## src/rtl/unidade_mult_div_if.sv

```systemverilog
// Request/response bundle between the control unit and the Hi/Lo mult/div unit.
// The control unit is the master and the arithmetic unit is the slave.
interface unidade_mult_div_if #(
    parameter int WIDTH = 32
);
    logic             start;
    logic [4:0]       ALUop;
    logic [WIDTH-1:0] op1;
    logic [WIDTH-1:0] op2;
    logic [WIDTH-1:0] Resultado;
    logic [WIDTH-1:0] Hi;
    logic [WIDTH-1:0] Lo;
    logic             busy;
    logic             done;
    logic             stall;
    logic             div_zero;

    modport master (
        output start, ALUop, op1, op2,
        input  Resultado, Hi, Lo, busy, done, stall, div_zero
    );

    modport slave (
        input  start, ALUop, op1, op2,
        output Resultado, Hi, Lo, busy, done, stall, div_zero
    );
endinterface

```

## src/rtl/unidade_mult_div.sv

```systemverilog
// Iterative unsigned multiply/divide unit owning the Hi/Lo register pair.
// mult uses shift-add, div uses restoring division; both take WIDTH cycles.
// mfhi/mflo copy Hi or Lo into Resultado in a single cycle.
module unidade_mult_div #(
    parameter int WIDTH = 32
) (
    input  logic             clock,
    input  logic             reset,
    unidade_mult_div_if.slave bus
);
    localparam logic [1:0] S_IDLE = 2'd0;
    localparam logic [1:0] S_MULT = 2'd1;
    localparam logic [1:0] S_DIV  = 2'd2;
    localparam logic [1:0] S_DONE = 2'd3;

    localparam logic [4:0] OP_MULT = 5'b00100;
    localparam logic [4:0] OP_DIV  = 5'b00101;
    localparam logic [4:0] OP_MFHI = 5'b01101;
    localparam logic [4:0] OP_MFLO = 5'b01110;

    localparam int            CW        = (WIDTH > 1) ? $clog2(WIDTH) : 1;
    localparam logic [CW-1:0] LAST_ITER = CW'(WIDTH - 1);

    // Shared 2*WIDTH accumulator: {partial product, multiplier} for mult,
    // {remainder, quotient} for div.
    logic [1:0]         r_state;
    logic [2*WIDTH-1:0] r_acc;
    logic [WIDTH-1:0]   r_op1;
    logic [WIDTH-1:0]   r_op2;
    logic [WIDTH-1:0]   r_hi;
    logic [WIDTH-1:0]   r_lo;
    logic [WIDTH-1:0]   r_res;
    logic [CW-1:0]      r_cnt;
    logic               r_div_zero;

    logic               w_busy;
    logic               w_last;
    logic [WIDTH:0]     w_mult_sum;
    logic [2*WIDTH-1:0] w_mult_next;
    logic [WIDTH:0]     w_rem_sh;
    logic               w_rem_ge;
    logic [WIDTH-1:0]   w_rem_sub;
    logic [2*WIDTH-1:0] w_div_next;

    assign w_busy = (r_state == S_MULT) || (r_state == S_DIV);
    assign w_last = (r_cnt == LAST_ITER);

    // Shift-add step: conditional add into the upper half keeps its carry,
    // which becomes the new MSB after the right shift.
    assign w_mult_sum  = {1'b0, r_acc[2*WIDTH-1:WIDTH]}
                       + {1'b0, (r_acc[0] ? r_op1 : {WIDTH{1'b0}})};
    assign w_mult_next = {w_mult_sum, r_acc[WIDTH-1:1]};

    // Restoring step: the shifted remainder needs one extra bit for the
    // compare; after a successful subtract the result always fits in WIDTH.
    assign w_rem_sh   = {r_acc[2*WIDTH-1:WIDTH], r_acc[WIDTH-1]};
    assign w_rem_ge   = (w_rem_sh >= {1'b0, r_op2});
    assign w_rem_sub  = w_rem_sh[WIDTH-1:0] - r_op2;
    assign w_div_next = {(w_rem_ge ? w_rem_sub : w_rem_sh[WIDTH-1:0]),
                         r_acc[WIDTH-2:0], w_rem_ge};

    // Control FSM, datapath iteration and Hi/Lo/Resultado updates.
    always_ff @(posedge clock or negedge reset) begin
        if (!reset) begin
            r_state    <= S_IDLE;
            r_acc      <= '0;
            r_op1      <= '0;
            r_op2      <= '0;
            r_hi       <= '0;
            r_lo       <= '0;
            r_res      <= '0;
            r_cnt      <= '0;
            r_div_zero <= 1'b0;
        end else begin
            case (r_state)
                S_MULT: begin
                    r_acc <= w_mult_next;
                    r_cnt <= r_cnt + 1'b1;
                    if (w_last) begin
                        r_hi    <= w_mult_next[2*WIDTH-1:WIDTH];
                        r_lo    <= w_mult_next[WIDTH-1:0];
                        r_state <= S_DONE;
                    end
                end
                S_DIV: begin
                    r_acc <= w_div_next;
                    r_cnt <= r_cnt + 1'b1;
                    if (w_last) begin
                        r_hi    <= w_div_next[2*WIDTH-1:WIDTH];
                        r_lo    <= w_div_next[WIDTH-1:0];
                        r_state <= S_DONE;
                    end
                end
                default: begin
                    // IDLE and DONE both accept requests; DONE lasts one cycle
                    r_state <= S_IDLE;
                    if (bus.start) begin
                        case (bus.ALUop)
                            OP_MULT: begin
                                r_op1      <= bus.op1;
                                r_op2      <= bus.op2;
                                r_acc      <= {{WIDTH{1'b0}}, bus.op2};
                                r_cnt      <= '0;
                                r_div_zero <= 1'b0;
                                r_state    <= S_MULT;
                            end
                            OP_DIV: begin
                                if (bus.op2 == '0) begin
                                    // No iteration: results are fixed values
                                    r_hi       <= bus.op1;
                                    r_lo       <= '1;
                                    r_div_zero <= 1'b1;
                                    r_state    <= S_DONE;
                                end else begin
                                    r_op1      <= bus.op1;
                                    r_op2      <= bus.op2;
                                    r_acc      <= {{WIDTH{1'b0}}, bus.op1};
                                    r_cnt      <= '0;
                                    r_div_zero <= 1'b0;
                                    r_state    <= S_DIV;
                                end
                            end
                            OP_MFHI: begin
                                r_res   <= r_hi;
                                r_state <= S_DONE;
                            end
                            OP_MFLO: begin
                                r_res   <= r_lo;
                                r_state <= S_DONE;
                            end
                            default: begin
                            end
                        endcase
                    end
                end
            endcase
        end
    end

    assign bus.Resultado = r_res;
    assign bus.Hi        = r_hi;
    assign bus.Lo        = r_lo;
    assign bus.busy      = w_busy;
    assign bus.stall     = w_busy;
    assign bus.done      = (r_state == S_DONE);
    assign bus.div_zero  = r_div_zero;
endmodule

```

## src/flat_wrapper.sv

```systemverilog
// flat-port wrapper written by rule: the top's interface ports become plain ports
module unidade_mult_div_flat 
#(
    parameter int WIDTH = 32
)
  (clock, reset, bus_start, bus_ALUop, bus_op1, bus_op2, bus_Resultado, bus_Hi, bus_Lo, bus_busy, bus_done, bus_stall, bus_div_zero);
  unidade_mult_div_if #(.WIDTH(WIDTH)) bus_i ();
  input  logic clock;
  input  logic reset;
  input wire logic [$bits(bus_i.start)-1:0] bus_start;
  input wire logic [$bits(bus_i.ALUop)-1:0] bus_ALUop;
  input wire logic [$bits(bus_i.op1)-1:0] bus_op1;
  input wire logic [$bits(bus_i.op2)-1:0] bus_op2;
  output wire logic [$bits(bus_i.Resultado)-1:0] bus_Resultado;
  output wire logic [$bits(bus_i.Hi)-1:0] bus_Hi;
  output wire logic [$bits(bus_i.Lo)-1:0] bus_Lo;
  output wire logic [$bits(bus_i.busy)-1:0] bus_busy;
  output wire logic [$bits(bus_i.done)-1:0] bus_done;
  output wire logic [$bits(bus_i.stall)-1:0] bus_stall;
  output wire logic [$bits(bus_i.div_zero)-1:0] bus_div_zero;
  assign bus_i.start = bus_start;
  assign bus_i.ALUop = bus_ALUop;
  assign bus_i.op1 = bus_op1;
  assign bus_i.op2 = bus_op2;
  assign bus_Resultado = bus_i.Resultado;
  assign bus_Hi = bus_i.Hi;
  assign bus_Lo = bus_i.Lo;
  assign bus_busy = bus_i.busy;
  assign bus_done = bus_i.done;
  assign bus_stall = bus_i.stall;
  assign bus_div_zero = bus_i.div_zero;
  unidade_mult_div #(.WIDTH(WIDTH)) u_core (.clock(clock), .reset(reset), .bus(bus_i));
endmodule
```

## config.mk

```make
export PLATFORM = sky130hd
export DESIGN_NAME = unidade_mult_div_flat
export DESIGN_NICKNAME = d
export VERILOG_FILES = /design/src/rtl/unidade_mult_div_if.sv /design/src/rtl/unidade_mult_div.sv /design/src/flat_wrapper.sv
export SDC_FILE = /design/constraint.sdc
export NUM_CORES = 1
export LEC_CHECK = 0
export CORE_MARGIN = 5
export CORE_UTILIZATION = 46
export DETAILED_ROUTE_END_ITERATION = 10
export PLACE_DENSITY = 0.68
export SETUP_SLACK_MARGIN = 0.05
export SYNTH_ARGS = -nofsm -noshare
export SYNTH_HDL_FRONTEND = slang
export SYNTH_SLANG_ARGS = --single-unit
```

## constraint.sdc

```tcl
create_clock -name clock -period 4.53 [get_ports clock]
set_clock_uncertainty 0.15 [all_clocks]
set_input_delay 0.906 -clock clock [delete_from_list [all_inputs] [get_ports clock]]
set_output_delay 0.906 -clock clock [all_outputs]
set_load 0.005 [all_outputs]
```

**Yosys cells after proc, flatten, opt, wreduce, memory -nomap -nowiden**

Cells that the tools add are included.

- Reduce and logical (&&, ||, !) cells: 18
- Add/subtract/negate cells: 3
- Bitwise operators: 1
- Mux-type cells: 34
- Order comparisons: 1
- Equal/unequal tests: 14

Operators by type and width:

| cell | count |
|---|---|
| $mux 32 | 14 |
| $pmux 32 s2 | 5 |
| $pmux 64 s2 | 2 |
| $mux 64 | 2 |
| $add 32x32->33 | 1 |
| $ge 33x32->1 | 1 |
| $logic_not 32->1 | 1 |
| $sub 32x32->32 | 1 |
| $mux 5 | 3 |
| $reduce_and 3->1 | 4 |
| $reduce_bool 3->1 | 4 |
| $eq 5x3->1 const B | 2 |
| $eq 5x4->1 const B | 2 |
| $pmux 5 s2 | 1 |
| $mux 2 | 3 |
| $ne 2x1->1 const B | 3 |
| $pmux 2 s3 | 1 |
| $reduce_bool 2->1 | 3 |
| $add 5x1->5 const B | 1 |
| $eq 5x5->1 const B | 1 |
| $reduce_and 5->1 | 1 |
| $eq 2x2->1 const B | 2 |
| $ne 4x2->1 const B | 1 |
| $reduce_and 4->1 | 1 |
| 9 further kinds | 11 |

- Input bits: 72
- Logic and storage cells: 80
- Output and inout bits: 100
- Flip-flop bits (word level): 232

**Depth between registers and ports, before layout**

Gate-level depths: netlist of the first run.

- Depth after elaboration: 5
- Gate-level depth with buffers: 14
- Gate-level depth less buffers: 13

**Worst setup path after synthesis of the first run**

OpenSTA, ideal clock, no wires.

- Kind: flip-flop to flip-flop
- Start: register u_core.r_acc[31]
- End: register u_core.r_hi[26], in the netlist u_core.bus.Hi[26]
- Path slack: 1365 ps
- Clock period less this slack: 3165 ps
- Arrival: 2878 ps
- Stages on the path, launching flop included: 14
- Path buffers: 0
- Required time: 4243 ps
- Setup time: 137 ps
- Cell sequence: dfrtp_1 > inv_1 > ha_1 > inv_1 > fa_1 > a21o_1 > a221oi_2 > o21ai_2 > a311oi_2 > o21ai_2 > a2111oi_4 > nor3_1 > a221oi_2 > a21oi_1

- Word-level cells in the longest chain between the ends: 4
- Elaborated cells on any way between the ends: 5
- Classes of those cells: add/sub (1); order compare (1); mux (3)

RTL lines:

| item | RTL line | text |
|---|---|---|
| start, declared | unidade_mult_div.sv:27 | `logic [2*WIDTH-1:0] r_acc;` |
| start signal, assigned | unidade_mult_div.sv:77 | `r_acc <= w_mult_next;` |
| start signal, assigned | unidade_mult_div.sv:86 | `r_acc <= w_div_next;` |
| start signal, assigned | unidade_mult_div.sv:102 | `r_acc <= {{WIDTH{1'b0}}, bus.op2};` |
| $sub 32x32->32 or $ge 33x32->1 (tied branches) | unidade_mult_div.sv:58, unidade_mult_div.sv:57 |  |
| $mux 32 (*) | unidade_mult_div.sv:59 | `assign w_div_next = {(w_rem_ge ? w_rem_sub : w_rem_sh[WIDTH-1:0]),` |
| $mux 32 (*) | unidade_mult_div.sv:88 | `if (w_last) begin` |
| $pmux 32 s2 (*) | unidade_mult_div.sv:75 | `case (r_state)` |
| end signal, assigned | unidade_mult_div.sv:80 | `r_hi <= w_mult_next[2*WIDTH-1:WIDTH];` |
| end signal, assigned | unidade_mult_div.sv:89 | `r_hi <= w_div_next[2*WIDTH-1:WIDTH];` |
| end signal, assigned | unidade_mult_div.sv:110 | `r_hi <= bus.op1;` |
| end, declared | unidade_mult_div.sv:30 | `logic [WIDTH-1:0] r_hi;` |

Every way passes the cells marked *; elsewhere a longest branch is shown, timed or not. The select of a mux whose other input is x is not followed.
A chain may end at the register's enable or synchronous reset.

**Final worst setup path of the first run**

- Start: register u_core.r_acc[0]
- End: register u_core.r_hi[29], in the netlist u_core.bus.Hi[29]

- Word-level cells in the longest chain between the ends: 4

RTL lines:

| item | RTL line | text |
|---|---|---|
| $mux 32 | unidade_mult_div.sv:51 | `+ {1'b0, (r_acc[0] ? r_op1 : {WIDTH{1'b0}})};` |
| $add 32x32->33 | unidade_mult_div.sv:51 |  |
| $mux 32 | unidade_mult_div.sv:79 | `if (w_last) begin` |
| $pmux 32 s2 | unidade_mult_div.sv:75 |  |

Every way passes these cells. The select of a mux whose other input is x is not followed.

==> run_results.csv, run 1 <==
group,metric,value,unit
grt,grt_max_degree,86,
sta,final_hold_viol_count,0,
synthesis,synth.most_common_cell,"dfrtp_1",
clock_network,cts_buffers,24,
power_and_ir_drop,ir_worst_vdd,0.0004683,V
drt,drt_wl_total,49820,um
synthesis,yosys.area.top_type,"dfrtp_1",
critical_path,worstPathArrival,4.34,ns
critical_path,end_kind,"flop",
clock_network,clk_pin_slew,0.07,ns
synthesis,avgSynthCellArea,9.021,um^2
power_and_ir_drop,switchingPower,5.396,mW
power_and_ir_drop,p_leak,7.737,nW
clock_network,postCtsSetupRepairBufs,0,
critical_path,rr_worst_depth,13,
sta,setup_ws,0.4085,ns
drt,dr.pass1.iters,7,
clock_network,root_buffer,"clkbuf_16",
sta,worst_pin_slew,0.8807,ns
sta,relSlewSlack,0.4129,
clock_network,htreeDepth,1,
grt,grt_pass1_wl,77920,um
synthesis,synth_area,14860,um^2
critical_path,timing.rr.end,"u_core.bus.Hi[29]",
hold_path,min_path_type,"in -> async",
grt,grt_pass1_vias,13411,
sta,post-route-period-util,0.9098,
sta,final-max-slew-violation-count,0,
critical_path,timing.rr.start,"u_core.r_acc[0]",
die,die_h,189.7,um
sta,setup_viol,0,
drt,routed_via_density,6.283,
sta,rsz0062_at_grt,"false",
finish,antenna_cells,0,
sta,min_period,4.122,ns
sta,max_freq,0.2426,GHz
synthesis,synth_cell_type_count,69,
synthesis,ys_warn_count,0,
die,num_io_pins,172,
run,cap_violations,0,
place,pre_cts_slack,0.2491,ns
grt,grt_usage,0.2699,
critical_path,worstPathRequired,4.75,ns
drt,vias,13704,
critical_path,critPathMaxFanout,22,
drt,ant_nets,0,
power_and_ir_drop,combinationalPowerShare,0.546,
clock_network,cts_tree,"built",
grt,antenna_found_initial,0,
finish,syn_to_final_growth,19.59,%
synthesis,synth_common_cells,"dfrtp_1 (232), nand2_1 (155), a21oi_1 (144)",
sta,setup-tns-final,0,ns
synthesis,synth-seq-area-share,0.3907,
drt,drc,0,
clock_network,cts.sinks,232,
synthesis,netlist_instances,1647,
place,io_buffers,171,
die,die_w,189.7,um
synthesis,ys_async_sr_fraction,1.000,
synthesis,synth-main-ff-cell,"dfrtp_1",
clock_network,clock_path_buffers,3,
clock_network,clock_latency,0.52,ns
die,core_area,31720,um^2
power_and_ir_drop,pwr_density_cell,676.8,nW/um^2
synthesis,synthesis.nets,1790,
critical_path,path_class,"reg -> reg",
die,die_area,35990,um^2
synthesis,yosysTopAreaCellShare,0.3907,
drt,routedWlPerCell,22.84,um
place,hpwl,37400,um
clock_network,cts-hold-fix-buffers,0,
grt,overflow,0,
power_and_ir_drop,seqPwrFrac,0.285,
die,start_util,0.4684,
finish,nets,1904,
power_and_ir_drop,p_sw_frac,0.4487,
place,routabilityCongestion,0.9423,
die,row_count,65,
drt,initialDrtViolationCount,1198,
power_and_ir_drop,pwr-share-clk,0.170,
critical_path,reg2reg_slack,0.41,ns
synthesis,ys_ff_latch,232,
finish,drive_gt1_frac,0.09387,
critical_path,crit_path_start_kind,"flop",
run_status,status,"complete, no violations",
power_and_ir_drop,intPower,6.630,mW
synthesis,synth_edf_count,0,
synthesis,ys_top_cells_by_area,"dfrtp_1 (39%), ha_1 (5.8%), mux2_2 (4.9%), a21oi_1 (4.9%), nand2_1 (3.9%)",
clock_network,cts-resized-gates,0,
sequential cells by signal (all words and copies together), names as in the netlist:
| register | flops |
|---|---|
| u_core.r_op1 | 32 |
| u_core.bus.Resultado | 32 |
| u_core.bus.Lo | 32 |
| u_core.r_state | 2 |
| u_core.r_cnt | 5 |
| u_core.bus.Hi | 32 |
| u_core.r_op2 | 32 |
| u_core.bus.div_zero | 1 |
| u_core.r_acc | 64 |
worst max-delay path: stages, from the launching register on:
cell and delay, ns:
dfrtp_1 0.85, and2_1 0.23, ha_1 0.20, inv_1 0.07, fa_1 0.39, nand2b_1 0.18
a21oi_1 0.22, o21a_1 0.29, o211a_1 0.23, o211a_1 0.19, a211oi_1 0.10, xnor2_1 0.15
a221oi_1 0.54, a21oi_1 0.17
how the worst max path moves through the flow:
stage                          start           endpoint  slack [ns]
floorplan           u_core.r_acc[31]  u_core.bus.Hi[26]        1.36
global placement         bus_op2[23]  u_core.bus.Hi[30]        0.19
detailed placement       bus_op2[23]  u_core.bus.Hi[29]        0.25
CTS                  u_core.r_acc[0]  u_core.bus.Hi[29]        0.46
global route         u_core.r_acc[0]  u_core.bus.Hi[31]        0.24
finish               u_core.r_acc[0]  u_core.bus.Hi[29]        0.41
layout make-up:
class,count,area (um^2)
clock buffers,35,743.2
clock inverters,9,76.32
fillers,2893,13950
inverters,54,202.7
multi-input cells,1252,8476
flip-flops and latches,232,5806
well taps,402,503.0
repair buffers,197,1962
placed cells by master (no fill, tap or decap), drive strengths merged, types with 7 or more instances in the layout:
cell,n
buf,27
a311oi,34
ha,69
clkbuf,35
mux2i,36
a21oi,144
nand3,23
a31oi,26
a21boi,21
o21ai,127
a221oi,40
nand4,11
xnor2,26
nor2,108
nand2,155
xor2,20
nor3,36
o21a,13
clkinv,7
o21bai,9
nand2b,10
a211oi,12
o211ai,17
nor4,13
a32oi,13
dfrtp,232
and3,17
a21o,60
or3,38
and2,47
inv,54
mux2,65
clkdlybuf4s50,170
cells by family after synthesis:
logic type / Yosys count / synth area share
adder cells (fa/ha/maj): 71 / 0.06080
multiplexers: 101 / 0.07352
AND/OR/NAND/NOR: 480 / 0.1560
buffers and inverters: 163 / 0.04337
flip-flops: 232 / 0.3907
AO/OA/AOI/OAI: 554 / 0.2484
XOR/XNOR: 46 / 0.02712
power by group through the flow:
stage / sequential, mW / clock [mW] / combinational, mW
2_1_floorplan: 3.20 / 0 / 4.45
3_3_place_gp: 3.42 / 0 / 6.38
3_5_place_dp: 3.44 / 0 / 6.48
4_1_cts: 3.41 / 2.07 / 6.51
5_1_grt: 3.49 / 2.16 / 7.19
6_report: 3.42 / 2.04 / 6.56
metrics by stage:
| step | util | power, mW | instance area, um^2 | hold slack [ns] | cells |
|---|---|---|---|---|---|
| global placement | 0.5344 | 9.801 | 16950 | 0.3292 | 2137 |
| finish | 0.5602 | 12.03 | 17770 | 0.2152 | 2181 |
| detailed placement | 0.5344 | 9.919 | 16950 | 0.3361 | 2137 |
| floorplan | - | 7.656 | 14860 | 0.3197 | 1647 |
| global route | 0.5602 | 12.84 | 17770 | 0.2881 | 2181 |
| CTS | 0.5602 | 11.99 | 17770 | 0.2594 | 2181 |
routing by layer:
| layer | GRT usage | vias to the layer above | routed length, um |
|---|---|---|---|
| li1 | - | 6314 | - |
| met1 | 0.3590 | 6731 | 20880 |
| met2 | 0.4516 | 539 | 23820 |
| met3 | 0.03358 | 120 | 2798 |
| met4 | 0.1055 | 0 | 2326 |
| met5 | 0 | - | 0 |
Note: power is estimated with default switching activity, not from simulation.
==> run 2, diff against run 1 <==
--- a/constraint.sdc
+++ b/constraint.sdc
@@ -4,2 +4,2 @@
 set_output_delay 0.906 -clock clock [all_outputs]
-set_load 0.005 [all_outputs]
+set_load 0.02 [all_outputs]
==> results of run 2 <==
Same layout as run 1 (identical final DEF). Status: complete, no violations.
Among the figures that moved: total power 12.03 mW -> 12.33 mW; worst IR drop on VDD 0.0004683 V -> 0.0004689 V
==> run 3, diff against run 2 <==
- CORE_MARGIN: 5 -> 4
- clock period: 4.53 -> 5.15 ns (I/O delays scaled with it)
==> run 3 against run 2 <==
Sequential share of layout area grew 0.078 points. Setup slack gained 0.59 ns. Combinational power down 12%. Die area down 2.1%. Non-clock buffer count fell by 5.
==> run_results.csv, run 3 (synthesis gave the netlist of run 1 again) <==
group,metric,value,unit
run_status,status,"complete, no violations",
clock_network,cts.sinks,232,
critical_path,rr_worst_depth,13,
grt,grt_pass1_vias,13389,
place,hpwl,36330,um
critical_path,reg2reg_slack,0.99,ns
sta,min_period,4.155,ns
sta,final-max-slew-violation-count,0,
sta,max_freq,0.2407,GHz
sta,final_hold_viol_count,0,
clock_network,clock_path_buffers,3,
clock_network,htreeDepth,1,
grt,overflow,0,
clock_network,postCtsSetupRepairBufs,0,
power_and_ir_drop,pwr_density_cell,607.0,nW/um^2
drt,routedWlPerCell,22.52,um
critical_path,crit_slowest_cell,"dfrtp_1",
finish,final_cell_mix,"dfrtp_1 (232), clkdlybuf4s50_1 (170), nand2_1 (154)",
place,routabilityCongestion,0.9221,
sta,post-route-period-util,0.8068,
critical_path,timing.rr.start,"u_core.r_acc[0]",
hold_path,worstHoldPathCells,1,
power_and_ir_drop,ir_worst_vdd,0.0007645,V
finish,largest_register,"u_core.r_acc",
finish,drive_gt1_frac,0.09009,
drt,ant_nets,0,
drt,drt_wl_total,49080,um
clock_network,root_buffer,"clkbuf_16",
die,die_h,187.7,um
critical_path,critPathMaxFanout,22,
clock_network,cts_tree,"built",
grt,grt_pass1_wl,76310,um
hold_path,min_path_type,"reg -> reg",
die,die_area,35240,um^2
critical_path,path_class,"reg -> reg",
drt,dr.pass1.iters,7,
critical_path,timing.rr.end,"u_core.bus.Hi[29]",
finish,layout_commonest_cell,"dfrtp_1",
critical_path,crit_path_start_kind,"flop",
drt,drc,0,
sta,relSlewSlack,0.2716,
clock_network,cts-hold-fix-buffers,0,
die,die_w,187.7,um
sta,setup_viol,0,
grt,antenna_found_initial,3,
run,cap_violations,0,
sta,setup-tns-final,0,ns
clock_network,clock_latency,0.53,ns
finish,largest_reg_flops,64,
clock_network,clk_pin_slew,0.06,ns
die,core_area,31720,um^2
critical_path,crit_family,"compound AO/OA/AOI/OAI gates",
drt,initialDrtViolationCount,1311,
critical_path,worst-path-stages,13,
place,io_buffers,171,
grt,grt_usage,0.2674,
critical_path,cpPeakStageDelay,0.79,ns
die,row_count,65,
finish,final_util,0.5589,
sta,worst_pin_slew,1.089,ns
drt,vias,13659,
clock_network,cts_buffers,25,
finish,syn_to_final_growth,19.30,%
die,start_util,0.4684,
drt,routed_via_density,6.268,
power_and_ir_drop,p_leak,7.704,nW
critical_path,path_cells,"and2_1, ha_1, inv_1, fa_1, nand2b_1, a21oi_1, o21a_1, o211a_1, o211a_1, a211oi_1, xnor2_1, a221oi_1, a21oi_1",
clock_network,cts-resized-gates,0,
hold_path,hp-start,"u_core.r_op1[4]",
hold_path,min_to,"u_core.r_op1[4]",
critical_path,worstPathArrival,4.39,ns
critical_path,worstPathRequired,5.38,ns
critical_path,end_kind,"flop",
die,num_io_pins,172,
grt,grt_max_degree,122,
sta,rsz0062_at_grt,"false",
critical_path,crit_buf_inv,1,
finish,nets,1900,
[run 3: cell count changes in the layout (fill, tap and decap cells not counted), sizes merged]
cell,before,now
diode,0,1
buf,27,22
clkinv,7,5
clkbuf,35,39
bufinv,1,0
inv,54,55
[run 3: worst max path at each step]
stage	start	endpoint	slack [ns]
final	u_core.r_acc[0]	u_core.bus.Hi[29]	0.99
after global routing	u_core.r_acc[0]	u_core.bus.Hi[31]	0.80
after CTS	u_core.r_acc[0]	u_core.bus.Hi[29]	1.05
after detailed placement	bus_op2[30]	u_core.r_op2[25]	1.03
after global placement	bus_op2[30]	u_core.r_op2[30]	1.02
after floorplan	u_core.r_acc[31]	u_core.bus.Hi[26]	1.98
[run 3: report_power, final]
part           switching, mW  total [mW]  internal, mW
clock network          0.753        1.76          1.01
logic                   3.72        6.01          2.29
registers              0.527        2.99          2.46
total                   5.00        10.8          5.76
[run 3: stage by stage]
step / area [um^2] / cells / power (mW) / hold slack [ns] / setup WS, ns
after floorplan: 14860 / 1647 / 6.992 / 0.3197 / 1.985
after global placement: 16900 / 2131 / 8.838 / 0.3318 / 1.024
after detailed placement: 16900 / 2131 / 8.939 / 0.3371 / 1.030
after CTS: 17700 / 2177 / 10.72 / 0.3506 / 1.045
after global routing: 17730 / 2179 / 11.43 / 0.3607 / 0.8025
final: 17730 / 2179 / 10.76 / 0.3519 / 0.9948
[run 3: per-layer routing]
layer | up-vias | global-route usage | part of all wire | routed length [um]
li1 | 6281 | - | - | -
met1 | 6706 | 0.3408 | 0.41 | 19980
met2 | 549 | 0.4579 | 0.49 | 23880
met3 | 119 | 0.04133 | 0.060 | 2921
met4 | 4 | 0.1059 | 0.046 | 2277
met5 | - | 0 | 0.00055 | 27
[run 3: worst register-to-register path, stage by stage, from the launching register on]
cell and delay, ns:
dfrtp_1 0.79, and2_1 0.23, ha_1 0.20, inv_1 0.07, fa_1 0.41, nand2b_1 0.18, a21oi_1 0.21, o21a_1 0.33
o211a_1 0.26, o211a_1 0.23, a211oi_1 0.11, xnor2_1 0.14, a221oi_1 0.57, a21oi_1 0.14
[run 3: area by class of cell]
cell class              instances  area, um^2
diodes                          1       2.502
clock buffers                  39       758.2
clock inverters                 7       41.29
fillers                      2863       13990
inverters                      54       202.7
multi-input cells            1252        8476
flip-flops and latches        232        5806
well taps                     402       503.0
repair buffers                192        1937
